==> config.mk <==
export PLATFORM = sky130hd
export DESIGN_NAME = dff_share_arbiter
export DESIGN_NICKNAME = d
export VERILOG_FILES = /design/src/rtl/dff_arb_pkg.sv /design/src/rtl/dff_share_arbiter_rr_pick.sv /design/src/rtl/dff_share_arbiter.sv
export SDC_FILE = /design/constraint.sdc
export NUM_CORES = 1
export LEC_CHECK = 0
export BUFFER_PORTS_ARGS = -buffer_cell sky130_fd_sc_hd__buf_2
export CAP_MARGIN = 20
export CELL_PAD_IN_SITES_DETAIL_PLACEMENT = 0
export CELL_PAD_IN_SITES_GLOBAL_PLACEMENT = 1
export CORE_UTILIZATION = 37
export DETAILED_ROUTE_END_ITERATION = 16
export PLACE_DENSITY = 0.85
export SLEW_MARGIN = 20
export SYNTH_ARGS = -nofsm -noshare
export SYNTH_HDL_FRONTEND = slang
export SYNTH_SLANG_ARGS = --single-unit
==> constraint.sdc <==
create_clock -name clk -period 2.9 [get_ports clk]
set_input_delay 0.435 -clock clk [delete_from_list [all_inputs] [get_ports clk]]
set_output_delay 0.435 -clock clk [all_outputs]
set_load 0.1 [all_outputs]
==> src/rtl/dff_arb_pkg.sv <==
// Shared definitions for the shared-register arbiter: FSM state encoding and
// an elaboration-time ceil(log2) helper.
package dff_arb_pkg;

  typedef enum logic [1:0] {
    ST_IDLE  = 2'b00,
    ST_GRANT = 2'b01,
    ST_GAP   = 2'b10
  } arb_state_e;

  function automatic int clog2(input int n);
    int r;
    int v;
    r = 0;
    v = 1;
    while (v < n) begin
      v = v << 1;
      r++;
    end
    return r;
  endfunction

endpackage

==> src/rtl/dff_share_arbiter_rr_pick.sv <==
// Combinational round-robin picker: first set request at or after rr_ptr,
// wrapping modulo NUM_REQ; returns a one-hot pick and a valid flag.
module rr_pick #(
  parameter int NUM_REQ = 4,
  parameter int PTR_W   = 2
) (
  input  logic [NUM_REQ-1:0] req,
  input  logic [PTR_W-1:0]   rr_ptr,
  output logic [NUM_REQ-1:0] pick,
  output logic               valid
);

  logic [PTR_W-1:0] idx;

  always_comb begin
    pick  = '0;
    valid = 1'b0;
    idx   = '0;
    for (int k = 0; k < NUM_REQ; k++) begin
      idx = PTR_W'((int'(rr_ptr) + k) % NUM_REQ);
      if (!valid && req[idx]) begin
        pick[idx] = 1'b1;
        valid     = 1'b1;
      end
    end
  end

endmodule

==> src/rtl/dff_share_arbiter.sv <==
// Round-robin owner arbitration for one shared WIDTH-bit register with q/qbar.
// Optional hold-time preemption is enabled by defining DFF_ARB_TIMEOUT_EN.
module dff_share_arbiter
  import dff_arb_pkg::*;
#(
  parameter int NUM_REQ  = 4,
  parameter int WIDTH    = 8,
  parameter int MAX_HOLD = 16
) (
  input  logic                     clk,
  input  logic                     rstn,
  input  logic [NUM_REQ-1:0]       req,
  input  logic [NUM_REQ-1:0]       wr,
  input  logic [NUM_REQ*WIDTH-1:0] d_in,
  output logic [NUM_REQ-1:0]       grant,
  output logic                     busy,
  output logic [WIDTH-1:0]         q,
  output logic [WIDTH-1:0]         qbar,
  output logic                     wr_err
);

  localparam int PTR_W = clog2(NUM_REQ);
  localparam logic [PTR_W-1:0] LAST_IDX = PTR_W'(NUM_REQ - 1);

  if (NUM_REQ < 2 || NUM_REQ > 8 || MAX_HOLD < 1) begin : g_param_check
    $error("dff_share_arbiter: NUM_REQ must be 2..8 and MAX_HOLD >= 1");
  end

  arb_state_e          state_q, state_d;
  logic [NUM_REQ-1:0]  grant_q, grant_d;
  logic [PTR_W-1:0]    owner_q, owner_d;
  logic [PTR_W-1:0]    rr_ptr_q, rr_ptr_d;
  logic [WIDTH-1:0]    q_q, q_d;
  logic [WIDTH-1:0]    qbar_q, qbar_d;
  logic                wr_err_q, wr_err_d;

  logic [NUM_REQ-1:0]  pick;
  logic                pick_vld;
  logic [PTR_W-1:0]    pick_idx;
  logic [PTR_W-1:0]    owner_nxt;
  logic                preempt;

  rr_pick #(
    .NUM_REQ (NUM_REQ),
    .PTR_W   (PTR_W)
  ) u_rr_pick (
    .req    (req),
    .rr_ptr (rr_ptr_q),
    .pick   (pick),
    .valid  (pick_vld)
  );

  always_comb begin
    pick_idx = '0;
    for (int i = 0; i < NUM_REQ; i++) begin
      if (pick[i]) pick_idx = PTR_W'(i);
    end
  end

  assign owner_nxt = (owner_q == LAST_IDX) ? '0 : owner_q + PTR_W'(1);

`ifdef DFF_ARB_TIMEOUT_EN
  localparam int HOLD_W = clog2(MAX_HOLD + 1);
  localparam logic [HOLD_W-1:0] HOLD_LAST = HOLD_W'(MAX_HOLD - 1);

  logic [HOLD_W-1:0] hold_cnt_q, hold_cnt_d;

  // Counter is zero on the first GRANT cycle and saturates at MAX_HOLD-1
  // so a late-arriving competitor preempts the owner immediately.
  always_comb begin
    hold_cnt_d = hold_cnt_q;
    if (state_q != ST_GRANT) begin
      hold_cnt_d = '0;
    end else if (hold_cnt_q != HOLD_LAST) begin
      hold_cnt_d = hold_cnt_q + HOLD_W'(1);
    end
  end

  assign preempt = (state_q == ST_GRANT) && (hold_cnt_q == HOLD_LAST) &&
                   (|(req & ~grant_q));

  always_ff @(posedge clk or negedge rstn) begin
    if (!rstn) hold_cnt_q <= '0;
    else       hold_cnt_q <= hold_cnt_d;
  end
`else
  assign preempt = 1'b0;
`endif

  always_comb begin
    state_d  = state_q;
    grant_d  = grant_q;
    owner_d  = owner_q;
    rr_ptr_d = rr_ptr_q;
    case (state_q)
      ST_IDLE: begin
        if (pick_vld) begin
          grant_d = pick;
          owner_d = pick_idx;
          state_d = ST_GRANT;
        end
      end
      ST_GRANT: begin
        if (!req[owner_q] || preempt) begin
          grant_d  = '0;
          rr_ptr_d = owner_nxt;
          state_d  = ST_GAP;
        end
      end
      ST_GAP: begin
        state_d = ST_IDLE;
      end
      default: begin
        grant_d = '0;
        state_d = ST_IDLE;
      end
    endcase
  end

  // Only the current grant holder can load the register; since grant is
  // one-hot, owner_q selects the data lane. A releasing owner still writes.
  always_comb begin
    q_d      = q_q;
    qbar_d   = qbar_q;
    wr_err_d = |(wr & ~grant_q);
    if (|(wr & grant_q)) begin
      q_d    = d_in[int'(owner_q)*WIDTH +: WIDTH];
      qbar_d = ~d_in[int'(owner_q)*WIDTH +: WIDTH];
    end
  end

  always_ff @(posedge clk or negedge rstn) begin
    if (!rstn) begin
      state_q  <= ST_IDLE;
      grant_q  <= '0;
      owner_q  <= '0;
      rr_ptr_q <= '0;
      q_q      <= '0;
      qbar_q   <= '1;
      wr_err_q <= 1'b0;
    end else begin
      state_q  <= state_d;
      grant_q  <= grant_d;
      owner_q  <= owner_d;
      rr_ptr_q <= rr_ptr_d;
      q_q      <= q_d;
      qbar_q   <= qbar_d;
      wr_err_q <= wr_err_d;
    end
  end

  assign grant  = grant_q;
  assign busy   = (state_q == ST_GRANT);
  assign q      = q_q;
  assign qbar   = qbar_q;
  assign wr_err = wr_err_q;

endmodule

==> qor.tcl <==
set qor(run_status) {completed}
set qor(critical_path.top_delay_family) {compound AO/OA/AOI/OAI gates}
set qor(yosysWarningCount) 0
set qor(tritoncts.num_buffers) 3
set qor(slew_viol_final) 0
set qor(first_global_vias) 1396
set qor(mappedNetlistNets) 212
set qor(drt-vias-per-instance) 5.29
set qor(worst_setup_path_end_kind) {flop}
set qor(diodes) 0
set qor(final.setup_skew_ns) 0.00159
set qor(longest_clk_path_bufs) 2
set qor(timing.hold.worst.class) {in -> async}
set qor(cpMaxStageDelayCell) {sky130_fd_sc_hd__dfrtp_1}
set qor(tritoncts) {built}
set qor(worstPathCellList) {inv_1 > ha_1 > mux2i_1 > nor2_1 > a2111oi_2 > o2bb2ai_1 > mux2i_1 > o21ai_1}
set qor(reg2reg_from) {rr_ptr_q[1]$_DFFE_PN0P_}
set qor(post_synth_inst_count) 163
set qor(drt_pass1_iterations) 4
set qor(hold_buffers) 0
set qor(core_area_mm2) 0.00438
set qor(timing_worst_setup_path_type) {reg -> reg}
set qor(grt_util_all_layers_pct) 16.2
set qor(fp-row-count) 24
set qor(num_vias) 1466
set qor(reg2reg_setup_slack_ns) 0.46
set qor(endpoint_arrival_time_on_the_critical_path_ns) 2.59
set qor(route.antenna.remaining_nets) 0
set qor(grt.overflow.total) 0
set qor(ctsResizeCount) 0
set qor(timing.critical_path.slowest_cell_delay_ns) 0.54
set qor(synth.distinct_cells) 38
set qor(min_period_over_period_pct) 84.1
set qor(crit_path_start) {rr_ptr_q[1]$_DFFE_PN0P_}
set qor(synth_edf_count) 0
set qor(detail_route.drc_violations) 0
set qor(max_freq_mhz) 410
set qor(dpl.hpwl_mm) 2.96
set qor(syn-mean-instance-area_um2) 10.4
set qor(clk_pin_slew_ns) 0.09
set qor(grt_pass1_wl_mm) 6.40
set qor(grt_antenna_before_repair) 0
set qor(ios) 64
set qor(post_cts.repair.setup_buffers) 0
set qor(finalWirelength_mm) 3.79
set qor(detailedRoute.firstIterationViolations) 78
set qor(reg2reg_to) {owner_q[0]$_DFFE_PN0P_}
set qor(critical_path.n_buffers_inverters) 1
set qor(synth_sequential_area_ratio_pct) 40.3
set qor(critical_path.most_common_cell) {sky130_fd_sc_hd__mux2i_1}
set qor(gp_congestion) 0.804
set qor(cts_root_buffer) {sky130_fd_sc_hd__clkbuf_8}
set qor(yosys_most_used_dff) {sky130_fd_sc_hd__dfrtp_1}
set qor(filler_cell_count) 413
set qor(synth_top_cell_by_area) {sky130_fd_sc_hd__dfrtp_1}
set qor(drive_above_1_share_pct) 40.0
set qor(finalNetCount) 275
set qor(die_w_um) 69.8
set qor(fp.dieH_um) 69.8
set qor(holdWs_ns) 0.157
set qor(slew_headroom_pct) 57.2
set qor(start_util_pct) 38.8
set qor(area_of_the_die_mm2) 0.00487
set qor(post_drt_wl_per_cell_um) 13.7
set qor(clkSinkCount) 27
set qor(synth_seq_cells) 27
set qor(final-seq-area_um2) 686
set qor(ys_async_sr_fraction_pct) 100
set qor(h-tree-depth) 1
set qor(maximum_number_of_pins_on_one_net_before_global_route_repair) 28
set qor(tmin_final_ns) 2.44
set qor(reg2regPathDepth) 8
set qor(synthToLayoutAreaGrowth_pct) 24.3
set qor(worst_skew_pair.late_latency_ns) 0.27
set qor(synthDominantCellAreaShare_pct) 28.0
set qor(critPathRequiredTime_ns) 3.06
set qor(port_buffers) 63
set qor(multi_input_area_um2) 953
set qor(post-route-worst-setup-slack_ns) 0.460
set qor(worst_setup_path_start_kind) {flop}
set qor(timing.setup.tns_ns) 0
set qor(grt_setup_unrepaired) {no}
set qor(worstMarginPinSlew_ns) 0.642
set qor(worstSetupEndpoint) {owner_q[0]$_DFFE_PN0P_}
set qor(dp_slack_ns) 0.514
set qor(maxCapViolCount) 0
set qor(worst-path-stages) 8
set qor(critical_path_peak_fanout) 8
set qor(ys_top_cells_by_area) {sky130_fd_sc_hd__dfrtp_1 (28%), sky130_fd_sc_hd__mux4_2 (13%), sky130_fd_sc_hd__dfstp_2 (12%), sky130_fd_sc_hd__ha_1 (5.2%), sky130_fd_sc_hd__nor2_1 (5.1%)}
set qor(hold_violations) 0
set qor(finalSetupViolations) 0
set qor(post_synth_instance_area_mm2) 0.00170
## through the flow
step                util [%]  cells  area (um2)
finish                  48.2    277        2110
detailed placement      47.2    273        2070
global placement        47.2    273        2070
floorplan                  -    163        1700
global route            48.2    277        2110
CTS                     48.2    277        2110
## flip-flops by register name, indices dropped and copies added, names as in the netlist
name and count:
grant 4, owner_q 2, q 8, qbar 8, rr_ptr_q 2, state_q 2
wr_err 1
## layout by cell type (no fill, tap or decap), types with 2 or more instances in the layout
cell type	n
sky130_fd_sc_hd__dfrtp_1	19
sky130_fd_sc_hd__and2_1	9
sky130_fd_sc_hd__buf_4	3
sky130_fd_sc_hd__nand2_1	9
sky130_fd_sc_hd__nand4_1	2
sky130_fd_sc_hd__a22oi_1	3
sky130_fd_sc_hd__ha_1	7
sky130_fd_sc_hd__a21oi_1	2
sky130_fd_sc_hd__mux4_2	10
sky130_fd_sc_hd__nand2b_1	5
sky130_fd_sc_hd__o2bb2ai_1	2
sky130_fd_sc_hd__nand3_1	3
sky130_fd_sc_hd__a22o_1	2
sky130_fd_sc_hd__nor3_1	4
sky130_fd_sc_hd__inv_1	7
sky130_fd_sc_hd__a21o_1	9
sky130_fd_sc_hd__nor3b_1	2
sky130_fd_sc_hd__nor2b_1	4
sky130_fd_sc_hd__o22ai_1	4
sky130_fd_sc_hd__o211a_1	2
sky130_fd_sc_hd__o21ai_0	3
sky130_fd_sc_hd__buf_2	63
sky130_fd_sc_hd__dfstp_2	8
sky130_fd_sc_hd__nor2_1	23
sky130_fd_sc_hd__mux2i_1	5
sky130_fd_sc_hd__clkbuf_8	3
## worst min path at each step
stage          slack (ns)              endpoint  depth (start not counted)              from
6_report             0.16      q[7]$_DFFE_PN0P_                          1              rstn
5_1_grt              0.20  grant[0]$_DFFE_PN0P_                          1              rstn
4_1_cts              0.17      q[0]$_DFFE_PN0P_                          1              rstn
3_5_place_dp         0.46      q[1]$_DFFE_PN0P_                          1  q[1]$_DFFE_PN0P_
3_3_place_gp         0.46      q[6]$_DFFE_PN0P_                          1  q[6]$_DFFE_PN0P_
2_1_floorplan        0.14  grant[0]$_DFFE_PN0P_                          0              rstn
## logic make-up after synthesis
| kind of cell | synth area share [%] |
|---|---|
| AOI/OAI and AO/OA | 14.9 |
| adders and majority gates | 5.15 |
| DFF | 40.3 |
| and+or+nand+nor | 19.0 |
| buffers and inverters | 3.61 |
| muxes | 17.1 |
## layer usage
layer | vias to the layer above | share of wire (%) | track usage, %
li1 | 721 | - | -
met1 | 699 | 46 | 22.1
met2 | 42 | 49 | 26.9
met4 | 0 | 0.63 | 3.33
met3 | 4 | 3.4 | 3.05
met5 | - | 0 | 0
## cells in the mapped netlist (2+ instances only)
| library cell | instances |
|---|---|
| sky130_fd_sc_hd__nor2b_1 | 4 |
| sky130_fd_sc_hd__buf_2 | 3 |
| sky130_fd_sc_hd__ha_1 | 7 |
| sky130_fd_sc_hd__mux4_2 | 10 |
| sky130_fd_sc_hd__nor2_1 | 23 |
| sky130_fd_sc_hd__nand3_1 | 3 |
| sky130_fd_sc_hd__and2_1 | 9 |
| sky130_fd_sc_hd__a21oi_1 | 2 |
| sky130_fd_sc_hd__o22ai_1 | 4 |
| sky130_fd_sc_hd__nand4_1 | 2 |
| sky130_fd_sc_hd__o2bb2ai_1 | 2 |
| sky130_fd_sc_hd__nand2_1 | 9 |
| sky130_fd_sc_hd__o21ai_0 | 3 |
| sky130_fd_sc_hd__a21o_1 | 9 |
| sky130_fd_sc_hd__dfrtp_1 | 19 |
| sky130_fd_sc_hd__inv_1 | 7 |
| sky130_fd_sc_hd__clkbuf_1 | 3 |
| sky130_fd_sc_hd__a22oi_1 | 3 |
| sky130_fd_sc_hd__a22o_1 | 2 |
| sky130_fd_sc_hd__nor3_1 | 4 |
| sky130_fd_sc_hd__mux2i_1 | 5 |
| sky130_fd_sc_hd__nor3b_1 | 2 |
| sky130_fd_sc_hd__nand2b_1 | 5 |
| sky130_fd_sc_hd__dfstp_2 | 8 |
| sky130_fd_sc_hd__o211a_1 | 2 |
## worst reg2reg max path: stages (launching register included)
cell,delay (ns)
sky130_fd_sc_hd__dfrtp_1,0.54
sky130_fd_sc_hd__inv_1,0.13
sky130_fd_sc_hd__ha_1,0.41
sky130_fd_sc_hd__mux2i_1,0.39
sky130_fd_sc_hd__nor2_1,0.11
sky130_fd_sc_hd__a2111oi_2,0.34
sky130_fd_sc_hd__o2bb2ai_1,0.17
sky130_fd_sc_hd__mux2i_1,0.14
sky130_fd_sc_hd__o21ai_1,0.09
## layout make-up
type	count	area share (%)
clock buffers	4	2.13
inverters	7	1.24
multi-input cells	121	45.1
flip-flops and latches	27	32.4
well taps	52	3.08
repair buffers	66	16.0
Power is not shown: default switching activity piles up to over one toggle a cycle in this logic, so the estimate is an artifact.
